[config.mk]
export PLATFORM = sky130hd
export DESIGN_NAME = fifo_serial_drain
export DESIGN_NICKNAME = d
export VERILOG_FILES = /design/src/rtl/fifo_serial_drain.sv
export SDC_FILE = /design/constraint.sdc
export NUM_CORES = 1
export LEC_CHECK = 0
export ABC_AREA = 1
export CAP_MARGIN = 0
export CORE_MARGIN = 8
export CORE_UTILIZATION = 50
export DETAILED_ROUTE_END_ITERATION = 12
export GPL_TIMING_DRIVEN = 0
export MAX_ROUTING_LAYER = met4
export PLACE_DENSITY = 0.78
export RECOVER_POWER = 100
export SLEW_MARGIN = 20
export SYNTH_ARGS = -nofsm -noshare
export SYNTH_HDL_FRONTEND = slang
export SYNTH_SLANG_ARGS = --single-unit
[constraint.sdc]
create_clock -name clk -period 3.7 [get_ports clk]
set_clock_uncertainty 0.15 [all_clocks]
set_input_delay 0.74 -clock clk [delete_from_list [all_inputs] [get_ports clk]]
set_output_delay 0.74 -clock clk [all_outputs]
set_load 0.005 [all_outputs]
[src/rtl/fifo_serial_drain.sv]
// FIFO read-side drain: pops one word per frame and shifts it out as an async
// serial frame (start, LSB-first data, optional parity, stop). Outputs registered.
module fifo_serial_drain #(
  parameter int DATA_WIDTH   = 8,
  parameter int CLKS_PER_BIT = 16,
  parameter int PARITY       = 0
) (
  input  logic                  clk,
  input  logic                  reset,
  input  logic                  enable,
  input  logic                  fifo_empty,
  input  logic [DATA_WIDTH-1:0] fifo_data,
  output logic                  fifo_pop,
  output logic                  tx,
  output logic                  busy,
  output logic                  frame_done
);

  localparam int BAUD_W = (CLKS_PER_BIT > 1) ? $clog2(CLKS_PER_BIT) : 1;
  localparam int BIT_W  = $clog2(DATA_WIDTH + 1);
  localparam logic [BAUD_W-1:0] BAUD_LAST = BAUD_W'(CLKS_PER_BIT - 1);
  localparam logic [BIT_W-1:0]  BIT_LAST  = BIT_W'(DATA_WIDTH - 1);

  typedef enum logic [2:0] {
    IDLE, POP, LATCH, START, DATA, PAR, STOP
  } state_t;

  state_t                state_q, state_d;
  logic [BAUD_W-1:0]     baud_q, baud_d;
  logic [BIT_W-1:0]      bit_q, bit_d;
  logic [DATA_WIDTH-1:0] shift_q, shift_d;
  logic                  par_q, par_d;
  logic                  tx_d;
  logic                  baud_end;

  assign baud_end = (baud_q == BAUD_LAST);

  always_comb begin
    state_d = state_q;
    baud_d  = baud_q;
    bit_d   = bit_q;
    shift_d = shift_q;
    par_d   = par_q;
    unique case (state_q)
      IDLE: begin
        baud_d = '0;
        bit_d  = '0;
        if (enable && !fifo_empty) state_d = POP;
      end
      POP: state_d = LATCH;
      LATCH: begin
        // FIFO read data is valid the cycle after the pop strobe
        shift_d = fifo_data;
        par_d   = (PARITY == 2) ? ~^fifo_data : ^fifo_data;
        baud_d  = '0;
        state_d = START;
      end
      START: begin
        if (baud_end) begin
          baud_d  = '0;
          bit_d   = '0;
          state_d = DATA;
        end else begin
          baud_d = baud_q + BAUD_W'(1);
        end
      end
      DATA: begin
        if (baud_end) begin
          baud_d  = '0;
          shift_d = shift_q >> 1;
          if (bit_q == BIT_LAST) begin
            bit_d   = '0;
            state_d = (PARITY != 0) ? PAR : STOP;
          end else begin
            bit_d = bit_q + BIT_W'(1);
          end
        end else begin
          baud_d = baud_q + BAUD_W'(1);
        end
      end
      PAR: begin
        if (baud_end) begin
          baud_d  = '0;
          state_d = STOP;
        end else begin
          baud_d = baud_q + BAUD_W'(1);
        end
      end
      STOP: begin
        if (baud_end) begin
          baud_d  = '0;
          state_d = IDLE;
        end else begin
          baud_d = baud_q + BAUD_W'(1);
        end
      end
      default: state_d = IDLE;
    endcase
  end

  // Line level is derived from next-state so tx lands registered on the state change
  always_comb begin
    tx_d = 1'b1;
    unique case (state_d)
      START:   tx_d = 1'b0;
      DATA:    tx_d = shift_d[0];
      PAR:     tx_d = par_d;
      default: tx_d = 1'b1;
    endcase
  end

  always_ff @(posedge clk or posedge reset) begin
    if (reset) begin
      state_q    <= IDLE;
      baud_q     <= '0;
      bit_q      <= '0;
      shift_q    <= '0;
      par_q      <= 1'b0;
      tx         <= 1'b1;
      fifo_pop   <= 1'b0;
      busy       <= 1'b0;
      frame_done <= 1'b0;
    end else begin
      state_q    <= state_d;
      baud_q     <= baud_d;
      bit_q      <= bit_d;
      shift_q    <= shift_d;
      par_q      <= par_d;
      tx         <= tx_d;
      fifo_pop   <= (state_d == POP);
      busy       <= (state_d != IDLE);
      frame_done <= (state_d == STOP) && (baud_d == BAUD_LAST);
    end
  end

endmodule
# ---- After elaboration in Yosys (flattened, before gate mapping)
# Index checks and enable logic that the tools add are counted.
dict set report word_totals {
  regBits 24
  latch_bits 0
  ram_bits 0
  mem_bits_ro 0
  input_bits 12
  out_inout_bits 4
  memories 0
}
dict set report op_classes {
  addsub 2
  multipliers 0
  div 0
  n_lt_le_gt_ge 0
  n_eq_ne 16
  shift 0
  muxes 17
  n_bitwise 0
  n_reduce_logical 12
}
# operator n
set op_table {}
lappend op_table {{case mux 3 bit (7 select lines)} 1}
lappend op_table {{== test 3 bit, second input constant} 6}
lappend op_table {{two-way mux 3 bit} 6}
lappend op_table {{two-way mux 4 bit} 4}
lappend op_table {{case mux 8 bit (2 select lines)} 1}
lappend op_table {{case mux 4 bit (3 select lines)} 1}
lappend op_table {{== test 3 x 2 -> 1 bit, second input constant} 3}
lappend op_table {{adder 4 x 1 -> 4 bit, second input constant} 2}
lappend op_table {{== test 4 bit, second input constant} 2}
lappend op_table {{two-way mux 8 bit} 1}
lappend op_table {{case mux 4 bit (2 select lines)} 1}
lappend op_table {{XOR reduction 8 bit} 1}
lappend op_table {{== test 3 x 1 -> 1 bit, second input constant} 2}
lappend op_table {{nonzero test 3 bit} 2}
lappend op_table {{== test 4 x 3 -> 1 bit, second input constant} 1}
lappend op_table {{!= test 2 bit, second input constant} 2}
lappend op_table {{OR reduction 4 bit} 1}
lappend op_table {{zero test 3 bit} 1}
lappend op_table {{case mux 1 bit (3 select lines)} 1}
lappend op_table {{AND reduction 3 bit} 1}
lappend op_table {{logical AND 1 bit} 2}
lappend op_table {{AND reduction 2 bit} 1}
lappend op_table {{nonzero test 2 bit} 1}
lappend op_table {{OR reduction 2 bit} 1}
lappend op_table {{other kinds (2)} 2}

# ---- Longest topological paths before layout
dict set report logic_depth {
  depth_word 6
  ltp_mapped 10
}

# ---- Worst setup path before layout
# OpenSTA, ideal clock, no wires.
dict set report synth_timing {
  kind {input to register}
  startpoint {input port fifo_data[2]}
  endpoint {register tx}
  setup_time_ps 83
  arrival_time_ps 1303
  slack_ps 2164
  stages 10
  path_buffers 0
  path_cell_list {nand2_1 inv_1 nor2_1 nand2_1 nand2_1 nand2_1 nand2_1 nand2_1 nand3_1 nand3_1}
}
dict set report synth_between {
  elab_chain_len 3
}
# element line
set synth_rtl {}
lappend synth_rtl {{from (decl)} 12} ;# input logic [DATA_WIDTH-1:0] fifo_data,
lappend synth_rtl {{XOR reduction 8 bit} 54} ;# par_d = (PARITY == 2) ? ~^fifo_data : ^fifo_data;
lappend synth_rtl {{two-way mux 1 bit} 44} ;# unique case (state_q)
lappend synth_rtl {{case mux 1 bit (3 select lines)} 104} ;# unique case (state_d)
lappend synth_rtl {{net tx_d} 33} ;# logic tx_d;
lappend synth_rtl {{to (signal assigned)} 129} ;# tx <= tx_d;
lappend synth_rtl {{to (decl)} 14} ;# output logic tx,
# The timed path passes the listed nets, and every way through them passes these cells.
# A chain may end at the register's enable or synchronous reset.

# ---- Worst setup path after layout
dict set report layout_timing {
  startpoint {register tx}
  endpoint {output port tx}
}
# No word-level cell between the ends.

==> flow_metrics.env <==
export IMPL_cp_start_kind="flip-flop"
export IMPL_syn_area_um2=1510
export IMPL_routed_via_count=1336
export IMPL_max_freq_mhz=436
export IMPL_cts_resized=0
export IMPL_drive_above_1_share_pct=8.85
export IMPL_synth_edf_count=0
export IMPL_seq_area_um2=602
export IMPL_drv_slew=0
export IMPL_worstSkewPairLatency_ps=310
export IMPL_viasPerCell=5.16
export IMPL_cts_tree="built"
export IMPL_antenna_found_initial=0
export IMPL_ys_seq_elements=24
export IMPL_finalPower_uw=444
export IMPL_holdBufCountCts=0
export IMPL_grt_max_degree=25
export IMPL_grt_pass1_wl_um=5050
export IMPL_cts_setup_buffers=0
export IMPL_dr_pass1_iters=4
export IMPL_root_buffer="clkbuf_4"
export IMPL_pre_cts_ws_ps=1470
export IMPL_path_buf_inv=1
export IMPL_critical_path_max_stage_delay_ps=560
export IMPL_ys_warn_count=0
export IMPL_rsz0062_at_grt="no"
export IMPL_leakage_uw=0.000926
export IMPL_setup_ws_ps=1410
export IMPL_drt_initial_drc_count=77
export IMPL_hold_viol_final=0
export IMPL_fillCellCount=285
export IMPL_multi_input_area_um2=734
export IMPL_clock_path_buffers=2
export IMPL_cp_end_kind="output pin"
export IMPL_cp_max_fo=1
export IMPL_worst_pin_slew_ps=902
export IMPL_nets=241
export IMPL_area_delta_synth_final_pct=11.4
export IMPL_initial_utilization_pct=51.0
export IMPL_synth_fp_nets=221
export IMPL_dieArea_um2=5030
export IMPL_placed_cells=255
export IMPL_die_y_um=70.9
export IMPL_max_cap_viol_count=0
export IMPL_rows=20
export IMPL_power_density_nw_per_um2=265
export IMPL_routedWlPerCell_um=11.2
export IMPL_gp_congestion=0.825
export IMPL_cpLargestDelayFamily="buffers and inverters"
export IMPL_io_pins=16
export IMPL_timing_final_crit_period_ps=2290
export IMPL_synth_cell_types=29
export IMPL_overflow=0
export IMPL_outcome="completed"
export IMPL_max_slew_margin_rel_pct=39.8
export IMPL_vdd_drop_max_v=0.000161
export IMPL_arrival_ps=1400
export IMPL_ant_nets=0
export IMPL_synth_avg_cell_area_um2=7.28
export IMPL_routed_wl_um=2910
export IMPL_drc=0
export IMPL_ys_flop_type="dfrtp_1"
export IMPL_clk_pin_slew_ps=130
export IMPL_reg2reg_depth=7
export IMPL_final_common_cell="nand2_1"
export IMPL_hold_depth=2
export IMPL_synthCells=207
export IMPL_crit_type="reg2out"
export IMPL_grt_pass1_vias=1206
export IMPL_portBuffers=15
export IMPL_worstPathCellList="dlygate4sd3_1"
export IMPL_hpwl_um=2290
export IMPL_cts_sinks=24
export IMPL_cp_required_ps=2810
export IMPL_ff2ff_setup_slack_ps=1770
export IMPL_yosysSeqAreaShare_pct=40.0
export IMPL_fp_dieW_um=70.9
export IMPL_numCtsBuffers=3
export IMPL_async_reset_ff_share_pct=100
export IMPL_core_region_area_um2=2950
export IMPL_hold_path_class="reg2reg"
export IMPL_setup_violations=0
export IMPL_grt_usage_pct=12.5
export IMPL_critPathSlowestCell="dlygate4sd3_1"
export IMPL_critical_path_depth=1
export IMPL_fin_setup_tns_ps=0
export IMPL_antenna_cells=0
export IMPL_finalCritPeriodShare_pct=62.0
export IMPL_final_cell_mix="77 x nand2_1, 29 x inv_1, 23 x dfrtp_1, 21 x nand3_1, 12 x nor2_1"
export IMPL_finalNonFillerCells=259
export IMPL_htreeDepth=1
-- flip-flops by register name, summed over array words and instances (netlist names) --
signal and flops:
busy 1, baud_q 4, shift_q 8, state_q 3, bit_q 4, fifo_pop 1
tx 1, frame_done 1, par_q 1
-- path summary, 6_finish.rpt --
| path | start | endpoint |
|---|---|---|
| setup / recovery | tx | tx |
| hold / removal | shift_q[6] | shift_q[6] |
| setup reg to reg | baud_q[0] | bit_q[3] |
| hold reg to reg | shift_q[6] | shift_q[6] |
| max in group asynchronous | reset | baud_q[3] |
| min in group asynchronous | reset | bit_q[3] |
-- routing by layer --
layer | part of all wire (%) | track usage [%] | vias to the layer above
met3 | 3.3 | 1.98 | 5
met4 | 1.3 | 4.16 | 0
met2 | 44 | 19.9 | 27
li1 | - | - | 702
met5 | 0 | - | -
met1 | 51 | 15.7 | 602
-- synth_stat cells, types with 3 or more instances --
library cell  number  area (um^2)
nor2_2             4         25.0
nand3_2            4         40.0
inv_1             27          101
nand2_1           74          278
nand2_2            8         50.1
inv_2              6         22.5
a22oi_1            4         30.0
nand3_1           19         95.1
o21ai_0            4         20.0
a21oi_1            3         15.0
dfrtp_1           23          576
o21ai_1            4         20.0
nor2_1             8         30.0
-- power breakdown --
part / total, uW / internal [uW] / switching, uW / leakage (uW)
Combinational: 51.3 / 23.0 / 28.3 / 0.000632
Sequential: 271 / 269 / 2.31 / 0.000279
Clock: 122 / 42.2 / 79.8 / 0.0000150
-- stage by stage --
step | instance area (um^2) | utilization, % | hold WS, ps
final | 1680 | 56.8 | 361
after global routing | 1680 | 56.8 | 395
after CTS | 1720 | 58.4 | 363
after detailed placement | 1700 | 57.5 | 332
after global placement | 1700 | 57.5 | 335
after floorplan | 1510 | - | 309
-- layout make-up --
cell class | instances | share of cell area, %
Sequential cell | 24 | 35.9
Tap cell | 33 | 2.46
Inverter | 33 | 7.38
Timing Repair Buffer | 15 | 8.95
Clock buffer | 4 | 1.57
Multi-Input combinational cell | 150 | 43.8
-- cells by family after synthesis --
family	after synthesis	share of synthesized area, %
AND/OR/NAND/NOR	124	38.6
AO/OA/AOI/OAI	23	11.0
adder cells (fa/ha/maj)	2	1.66
XOR/XNOR	1	0.582
buffers and inverters	33	8.22
flip-flops	24	40.0
(Power assumes the default switching activity.)
